**src/rtl/feature_extractor.sv**
```systemverilog
// Row-streaming shape feature extractor for the digit perceptron front end.
// Counts straight strokes (edges) and one-column outline steps (curves) over a frame.
module feature_extractor #(
    parameter int IMG_ROWS = 8,
    parameter int RUN_MIN  = 4
) (
    input  logic       clk,
    input  logic       rst,
    input  logic [7:0] row_data,
    input  logic       row_valid,
    output logic       row_ready,
    input  logic       frame_clr,
    output logic [2:0] edges,
    output logic [3:0] curves,
    output logic       feat_valid,
    input  logic       feat_ready
);
    localparam int RW = $clog2(IMG_ROWS + 1);
    localparam int CW = $clog2(RUN_MIN + 1);

    typedef enum logic {ACCUM, HOLD} state_t;

    state_t        state_q, state_d;
    logic [RW-1:0] row_cnt_q, row_cnt_d;
    logic [CW-1:0] run_q [8];
    logic [CW-1:0] run_d [8];
    logic [CW-1:0] run_next [8];
    logic [2:0]    edge_acc_q, edge_acc_d;
    logic [3:0]    curve_acc_q, curve_acc_d;
    logic          prev_nz_q, prev_nz_d;
    logic          prev_qual_q, prev_qual_d;
    logic [2:0]    lo_prev_q, lo_prev_d;
    logic [2:0]    hi_prev_q, hi_prev_d;
    logic [2:0]    edges_q, edges_d;
    logic [3:0]    curves_q, curves_d;

    logic [8-RUN_MIN:0] win_hit;
    logic [7:0]         col_hit;
    logic               qual;
    logic               h_inc;
    logic [3:0]         v_cnt;
    logic [2:0]         lo, hi;
    logic               curve_eval;
    logic               lo_step, hi_step;
    logic [4:0]         edge_sum, curve_sum;
    logic [2:0]         edge_sat;
    logic [3:0]         curve_sat;
    logic               row_accept;

    // A row qualifies as a horizontal stroke if any RUN_MIN-wide window is all ink.
    genvar gi;
    generate
        for (gi = 0; gi <= 8 - RUN_MIN; gi++) begin : g_win
            assign win_hit[gi] = &row_data[gi +: RUN_MIN];
        end
        for (gi = 0; gi < 8; gi++) begin : g_col
            assign col_hit[gi]  = row_data[gi] && (run_q[gi] == CW'(RUN_MIN - 1));
            assign run_next[gi] = !row_data[gi] ? '0 :
                                  (run_q[gi] == CW'(RUN_MIN)) ? run_q[gi] : run_q[gi] + 1'b1;
        end
    endgenerate

    assign qual  = |win_hit;
    assign h_inc = qual && !prev_qual_q;

    always_comb begin
        v_cnt = '0;
        lo    = '0;
        hi    = '0;
        for (int i = 0; i < 8; i++) begin
            v_cnt = v_cnt + {3'b000, col_hit[i]};
        end
        for (int i = 7; i >= 0; i--) begin
            if (row_data[i]) lo = 3'(i);
        end
        for (int i = 0; i < 8; i++) begin
            if (row_data[i]) hi = 3'(i);
        end
    end

    assign curve_eval = prev_nz_q && (row_data != 8'h00);
    assign lo_step    = ({1'b0, lo} == {1'b0, lo_prev_q} + 4'd1) ||
                        ({1'b0, lo_prev_q} == {1'b0, lo} + 4'd1);
    assign hi_step    = ({1'b0, hi} == {1'b0, hi_prev_q} + 4'd1) ||
                        ({1'b0, hi_prev_q} == {1'b0, hi} + 4'd1);

    // Sum every contribution of the row first, then clamp once.
    assign edge_sum  = {2'b00, edge_acc_q} + {4'b0000, h_inc} + {1'b0, v_cnt};
    assign curve_sum = {1'b0, curve_acc_q}
                     + {4'b0000, curve_eval && lo_step}
                     + {4'b0000, curve_eval && hi_step};
    assign edge_sat  = (edge_sum > 5'd7)   ? 3'd7  : edge_sum[2:0];
    assign curve_sat = (curve_sum > 5'd15) ? 4'd15 : curve_sum[3:0];

    assign row_accept = row_valid && (state_q == ACCUM);

    always_comb begin
        state_d     = state_q;
        row_cnt_d   = row_cnt_q;
        edge_acc_d  = edge_acc_q;
        curve_acc_d = curve_acc_q;
        prev_nz_d   = prev_nz_q;
        prev_qual_d = prev_qual_q;
        lo_prev_d   = lo_prev_q;
        hi_prev_d   = hi_prev_q;
        edges_d     = edges_q;
        curves_d    = curves_q;
        for (int i = 0; i < 8; i++) begin
            run_d[i] = run_q[i];
        end

        case (state_q)
            ACCUM: begin
                if (frame_clr) begin
                    row_cnt_d   = '0;
                    edge_acc_d  = '0;
                    curve_acc_d = '0;
                    prev_nz_d   = 1'b0;
                    prev_qual_d = 1'b0;
                    lo_prev_d   = '0;
                    hi_prev_d   = '0;
                    for (int i = 0; i < 8; i++) begin
                        run_d[i] = '0;
                    end
                end else if (row_accept) begin
                    row_cnt_d   = row_cnt_q + 1'b1;
                    edge_acc_d  = edge_sat;
                    curve_acc_d = curve_sat;
                    prev_nz_d   = (row_data != 8'h00);
                    prev_qual_d = qual;
                    lo_prev_d   = lo;
                    hi_prev_d   = hi;
                    for (int i = 0; i < 8; i++) begin
                        run_d[i] = run_next[i];
                    end
                    if (row_cnt_q == RW'(IMG_ROWS - 1)) begin
                        edges_d  = edge_sat;
                        curves_d = curve_sat;
                        state_d  = HOLD;
                    end
                end
            end
            HOLD: begin
                // Results stay on edges/curves; only the working state is wiped.
                if (feat_ready) begin
                    state_d     = ACCUM;
                    row_cnt_d   = '0;
                    edge_acc_d  = '0;
                    curve_acc_d = '0;
                    prev_nz_d   = 1'b0;
                    prev_qual_d = 1'b0;
                    lo_prev_d   = '0;
                    hi_prev_d   = '0;
                    for (int i = 0; i < 8; i++) begin
                        run_d[i] = '0;
                    end
                end
            end
            default: state_d = ACCUM;
        endcase
    end

    always_ff @(posedge clk or posedge rst) begin
        if (rst) begin
            state_q     <= ACCUM;
            row_cnt_q   <= '0;
            edge_acc_q  <= '0;
            curve_acc_q <= '0;
            prev_nz_q   <= 1'b0;
            prev_qual_q <= 1'b0;
            lo_prev_q   <= '0;
            hi_prev_q   <= '0;
            edges_q     <= '0;
            curves_q    <= '0;
            for (int i = 0; i < 8; i++) begin
                run_q[i] <= '0;
            end
        end else begin
            state_q     <= state_d;
            row_cnt_q   <= row_cnt_d;
            edge_acc_q  <= edge_acc_d;
            curve_acc_q <= curve_acc_d;
            prev_nz_q   <= prev_nz_d;
            prev_qual_q <= prev_qual_d;
            lo_prev_q   <= lo_prev_d;
            hi_prev_q   <= hi_prev_d;
            edges_q     <= edges_d;
            curves_q    <= curves_d;
            for (int i = 0; i < 8; i++) begin
                run_q[i] <= run_d[i];
            end
        end
    end

    assign row_ready  = (state_q == ACCUM);
    assign feat_valid = (state_q == HOLD);
    assign edges      = edges_q;
    assign curves     = curves_q;
endmodule

```
**config.mk**
```make
export PLATFORM = sky130hd
export DESIGN_NAME = feature_extractor
export DESIGN_NICKNAME = d
export VERILOG_FILES = /design/src/rtl/feature_extractor.sv
export SDC_FILE = /design/constraint.sdc
export NUM_CORES = 1
export LEC_CHECK = 0
export ABC_AREA = 1
export CORE_UTILIZATION = 30
export CTS_CLUSTER_SIZE = 30
export DETAILED_ROUTE_END_ITERATION = 8
export GPL_ROUTABILITY_DRIVEN = 0
export PLACE_DENSITY = 0.57
export SLEW_MARGIN = 20
export SYNTH_ARGS = -nofsm -noshare
export SYNTH_HDL_FRONTEND = slang
export SYNTH_SLANG_ARGS = --single-unit
```
**constraint.sdc**
```tcl
create_clock -name clk -period 4.27 [get_ports clk]
set_clock_uncertainty 0.05 [all_clocks]
set_input_delay 0.854 -clock clk [delete_from_list [all_inputs] [get_ports clk]]
set_output_delay 0.854 -clock clk [all_outputs]
set_load 0.02 [all_outputs]
```
[After elaboration in Yosys (flattened, before gate mapping)]
Cells that the tools add are included.
Storage, ports and cells
  bits in writable memories: 0
  input port bits: 13
  bits in read-only memories: 0
  bits in latches: 0
  memories: 0
  output and inout port bits: 9
  logic and storage cells: 176
  flip-flop bits (word level): 51
Operators by class
  $mul: 0
  divide/modulo/power cells: 0
  bitwise operators: 2
  equal/unequal tests: 31
  multiplexer cells: 66
  add/sub/neg operators: 24
  shift-type cells: 0
  reduce and logical (&&, ||, !) cells: 33
  order comparisons: 2
Operators by type and width (count)
  3-bit 2-to-1 mux: 38
  24-bit 2-to-1 mux: 3
  24-bit case mux with 2 select lines: 1
  4-bit inequality test, second input constant: 8
  3-bit by 1-bit adder with 3-bit output, second input constant: 8
  3-bit by 2-bit equality test with 1-bit output, second input constant: 8
  3-bit equality test, second input constant: 8
  4-bit 2-to-1 mux: 6
  3-bit AND reduction: 8
  4-bit AND reduction: 6
  3-bit case mux with 2 select lines: 3
  3-bit by 1-bit adder with 4-bit output, second input constant: 4
  4-bit by 1-bit adder with 4-bit output: 4
  3-bit by 4-bit equality test with 1-bit output: 4
  4-bit case mux with 2 select lines: 2
  1-bit logical AND: 13
  1-bit 2-to-1 mux: 10
  3-bit by 1-bit adder with 4-bit output: 2
  8-bit nonzero test: 1
  1-bit case mux with 2 select lines: 3
  4-bit by 1-bit adder with 5-bit output: 1
  4-bit by 4-bit adder with 5-bit output: 1
  5-bit by 1-bit adder with 5-bit output: 1
  5-bit by 3-bit > comparator with 1-bit output, second input constant: 1
  other kinds (12): 14

[Logic depth before layout (Yosys ltp)]
  depth in word-level cells: 19
  mapped depth: 21
  gate-level depth less buffers: 21

[Worst setup path before layout]
OpenSTA, ideal clock, no wires.
  kind: input port to flip-flop
  start point: in row_data[7]
  end point: reg edge_acc_q[2]
  slack: 0.092 ns
  library setup time: 0.136 ns
  buffers on the path: 0
  data arrival time: 3.993 ns
  required time: 4.084 ns
  stages on the path: 13
  path through: inv_1 o32ai_1 nand3_1 fa_1 fa_1 fa_1 inv_1 ha_1 fa_1 o21ai_0 o211ai_1 a21oi_1 o21ai_0
On the way
  word-level cells in the longest chain between the ends: 10
  elaborated cells on any way between the ends: 12
Ends and longest elaborated chain
  start, declared: RTL line 9  | input logic [7:0] row_data,
  4-bit AND reduction: RTL line 54  | assign win_hit[gi] = &row_data[gi +: RUN_MIN];
  5-bit OR reduction: RTL line 63  | assign qual = |win_hit;
  1-bit logical AND: RTL line 64  | assign h_inc = qual && !prev_qual_q;
  3-bit by 1-bit adder with 4-bit output: RTL line 88  | assign edge_sum = {2'b00, edge_acc_q} + {4'b0000, h_inc} + {1'b0, v_cnt};
  4-bit by 4-bit adder with 5-bit output (*): RTL line 88
  5-bit by 3-bit > comparator with 1-bit output: RTL line 92  | assign edge_sat = (edge_sum > 5'd7) ? 3'd7 : edge_sum[2:0];
  3-bit 2-to-1 mux (*): RTL line 92
  3-bit 2-to-1 mux (*): RTL line 125  | end else if (row_accept) begin
  3-bit 2-to-1 mux (*): RTL line 114  | if (frame_clr) begin
  3-bit case mux with 2 select lines (*): RTL line 112  | case (state_q)
  end signal, assigned: RTL line 181  | edge_acc_q <= edge_acc_d;
  end, declared: RTL line 28  | logic [2:0] edge_acc_q, edge_acc_d;
Every way passes the cells marked *; elsewhere a longest branch is shown, timed or not. The select of a mux whose other input is x is not followed.
A chain may end at the register's enable or synchronous reset.

[Worst setup path after layout]
  start point: in row_data[3]
  end point: reg edge_acc_q[1]
On the way
  word-level cells in the longest chain between the ends: 12
  elaborated cells on any way between the ends: 19
Ends and longest elaborated chain
  1-bit logical AND: RTL line 57  | assign col_hit[gi] = row_data[gi] && (run_q[gi] == CW'(RUN_MIN - 1));
  3-bit by 1-bit adder with 4-bit output: RTL line 71  | v_cnt = v_cnt + {3'b000, col_hit[i]};
  4-bit by 1-bit adder with 4-bit output (4 in a row): RTL line 71
  4-bit by 4-bit adder with 5-bit output (*): RTL line 88
  5-bit by 3-bit > comparator with 1-bit output: RTL line 92
  3-bit 2-to-1 mux (*): RTL line 92
  3-bit 2-to-1 mux (*): RTL line 125
  3-bit 2-to-1 mux (*): RTL line 114
  3-bit case mux with 2 select lines (*): RTL line 112
Marks and branches as above.

==> run metrics <==
Power Density 260 nW/µm²; vias in the first global route approximately 2600; io pins 22; status completed; Setup WS post-layout ~140 ps; FF-to-FF path depth 15; Tcrit/Tclk final 0.966; dominant synthesized flop cell dfrtp_1; Core Area roughly 11000 µm²; Synth Instances about 380; Placed Cells about 560; post-synth net total roughly 440; Worst Tran Pin Value 953 ps; Post-DP Area 3820 µm²; CP cell instances clkdlybuf4s50_1 -> o21ai_2 -> o32ai_4 -> nand3_1 -> fa_1 -> fa_1 -> fa_1 -> inv_1 -> ha_4 -> fa_2 -> o21ai_1 -> o211ai_1 -> nor2_1 -> o21ai_0; CP required ~4400 ps; YS warnings 0; synthesized area between 3000 and 4000 µm²; Worst path most repeated cell fa_1; Area Growth Syn to Fin 19.5%; share of layout cells above drive strength 1 0.148; via count between 2000 and 3000; Hold WS between 400 and 500 ps; die area about 11000 µm²; largest net degree at the start of global routing 43; Via density between 4 and 5; RSZ-0062 raised after global routing no; Final Instance Count excl. Fillers 565; clk root buf clkbuf_8; critical path's slowest cell clkdlybuf4s50_1; Final setup viols 0; GRT overflow 0; DRT iter0 DRCs 89; final wirelength a little over 7000 µm; Die Ht ~110 µm; postcts setup bufs 0; Final Max Tran Viols 0; Post-synth ARST share 1.00; Hold Path Class reg -> reg; reg2reg end edge_acc_q[1]$_DFFE_PP0P_; WP data arrival between 4000 and 5000 ps; synthesized area per cell about 8.7 µm²; Initial Util 0.308; crit path kind in -> reg; # nets final around 480; clock sinks about 50; unique cell type count in the Yosys netlist 38; Pleak approximately 0.0019 µW; Worst-path clk slew between 100 and 150 ps; ANT cells 0; R2R setup slack approximately 540 ps; max cap viols 0; worst-path fanout max 3; Post-synth EDFFs 0; top cell type by total area after synthesis dfrtp_1; most common cell after layout, fill and taps aside inv_1; iteration count of the initial detailed-routing pass 4; Slew headroom 0.365; slowest cell delay on critical path roughly 530 ps; hpwl dp around 5300 µm; maximum clock frequency 242 MHz; die width between 100 and 150 µm; All-Layer GR Usage 0.134; Peak supply drop ~120 µV; Hold Violations, Final 0; CTS Buffer Depth 2; Reg2Reg Launch Point run_q[21]$_DFFE_PP0P_; DP Worst Slack -603 ps; capture point of the worst path edge_acc_q[1]$_DFFE_PP0P_; TritonCTS buffer count 5; DR DRC count 0; commonest cells after routing, fill and taps aside inv_1 (62), nand2_1 (51), dfrtp_1 (51); Cell Rows 38; total power ~1000 µW; post-route ant nets 0; CP Launch Type input port; initial antenna violation count 0; post-synth top area share 0.384; DR WL/cell 12.5 µm; synthesized flop and latch total 51; register area share after synthesis 0.384; CP startpoint row_data[3]; first-pass GRT wire length around 12000 µm; Final Cell Area around 4000 µm²; main area contributors after synthesis dfrtp_1 (38%), ha_1 (13%), inv_1 (7.2%); CP endpoint kind flop; Buffers on Ports 21; min cycle time layout between 4000 and 5000 ps; Skew-Pair Late Insertion Delay ~310 ps; H-tree levels 2; CTS tree done; Filler cells ~1100
[where the power goes]
group | internal (µW) | total [µW] | switching, µW
combinational | 78.3 | 196 | 117
sequential | 508 | 526 | 18.7
clock | 121 | 311 | 189
total | 707 | 1030 | 326
[layer usage]
layer,GRT usage,vias to the layer above,part of all wire
met3,0.0213,4,0.023
met4,0.0372,0,0.012
met2,0.224,30,0.48
met5,0,-,0
met1,0.179,1276,0.48
li1,-,1334,-
[sequential cells by signal (all words and copies together), names as in the netlist]
signal and count:
curve_acc_q 4, curves 4, edge_acc_q 3, edges 3
feat_valid 1, hi_prev_q 3, lo_prev_q 3, prev_nz_q 1
prev_qual_q 1, row_cnt_q 4, run_q 24
[kinds of logic after synthesis]
kind of cell / synth area share
AOI/OAI and AO/OA: 0.151
buffers and inverters: 0.0905
adders and majority gates: 0.170
DFF: 0.384
xor gates and xnor gates: 0.0226
and+or+nand+nor: 0.181
[cells in the mapped netlist (2+ instances only)]
master	count
xor2_1	3
nand3b_1	6
nand2_2	4
a31oi_4	3
nor2_1	27
o21ai_1	10
fa_1	7
o21ai_0	37
nand3_1	27
clkbuf_1	2
nand4_1	2
a21oi_1	8
a21oi_2	3
ha_1	34
or2_2	2
dfrtp_1	51
xnor2_1	3
a31oi_1	4
inv_2	6
nand3_2	2
o22ai_1	9
inv_1	64
nor2_2	2
nand2_1	52
[what timing repair did]
item / 4_1_cts / 5_1_grt
setup endpoints to repair: 6 / 6
hold buffers: 0 / 0
gates resized for setup: 14 / 11
pin swaps: 10 / 8
hold endpoints to repair: 0 / 0
[final cells by class]
| type | count | area [µm²] | area share |
|---|---|---|---|
| multi-input combinational | 255 | 1800 | 0.453 |
| sequential | 51 | 1280 | 0.322 |
| timing repair buffer | 40 | 352 | 0.0886 |
| inverter | 71 | 269 | 0.0678 |
| tap | 140 | 175 | 0.0442 |
| clock buffer | 5 | 68.8 | 0.0174 |
| clock inverter | 3 | 27.5 | 0.00694 |
[worst min path at each step]
stage                                         from                  endpoint  slack [ps]  depth (start not counted)
after floorplan           row_cnt_q[3]$_DFFE_PP0P_  row_cnt_q[3]$_DFFE_PP0P_         380                          1
after global placement    row_cnt_q[3]$_DFFE_PP0P_  row_cnt_q[3]$_DFFE_PP0P_         410                          1
after detailed placement  row_cnt_q[3]$_DFFE_PP0P_  row_cnt_q[3]$_DFFE_PP0P_         410                          1
after CTS                 row_cnt_q[3]$_DFFE_PP0P_  row_cnt_q[3]$_DFFE_PP0P_         430                          1
after global routing      row_cnt_q[3]$_DFFE_PP0P_  row_cnt_q[3]$_DFFE_PP0P_         440                          1
final                     row_cnt_q[3]$_DFFE_PP0P_  row_cnt_q[3]$_DFFE_PP0P_         420                          1
[critical path, delay by kind of cell]
family	cells	cell delay, ps
adders and majority gates	5	1960
buffers and inverters	2	590
AOI/OAI and AO/OA	5	570
and+or+nand+nor	2	280
[per-stage QoR]
stage / util / setup TNS (ps)
5_1_grt: 0.367 / 0
6_report: 0.367 / 0
3_3_place_gp: 0.354 / -2920
4_1_cts: 0.364 / 0
2_1_floorplan: - / 0
3_5_place_dp: 0.354 / -3480
Note: power is estimated with default switching activity, not from simulation.
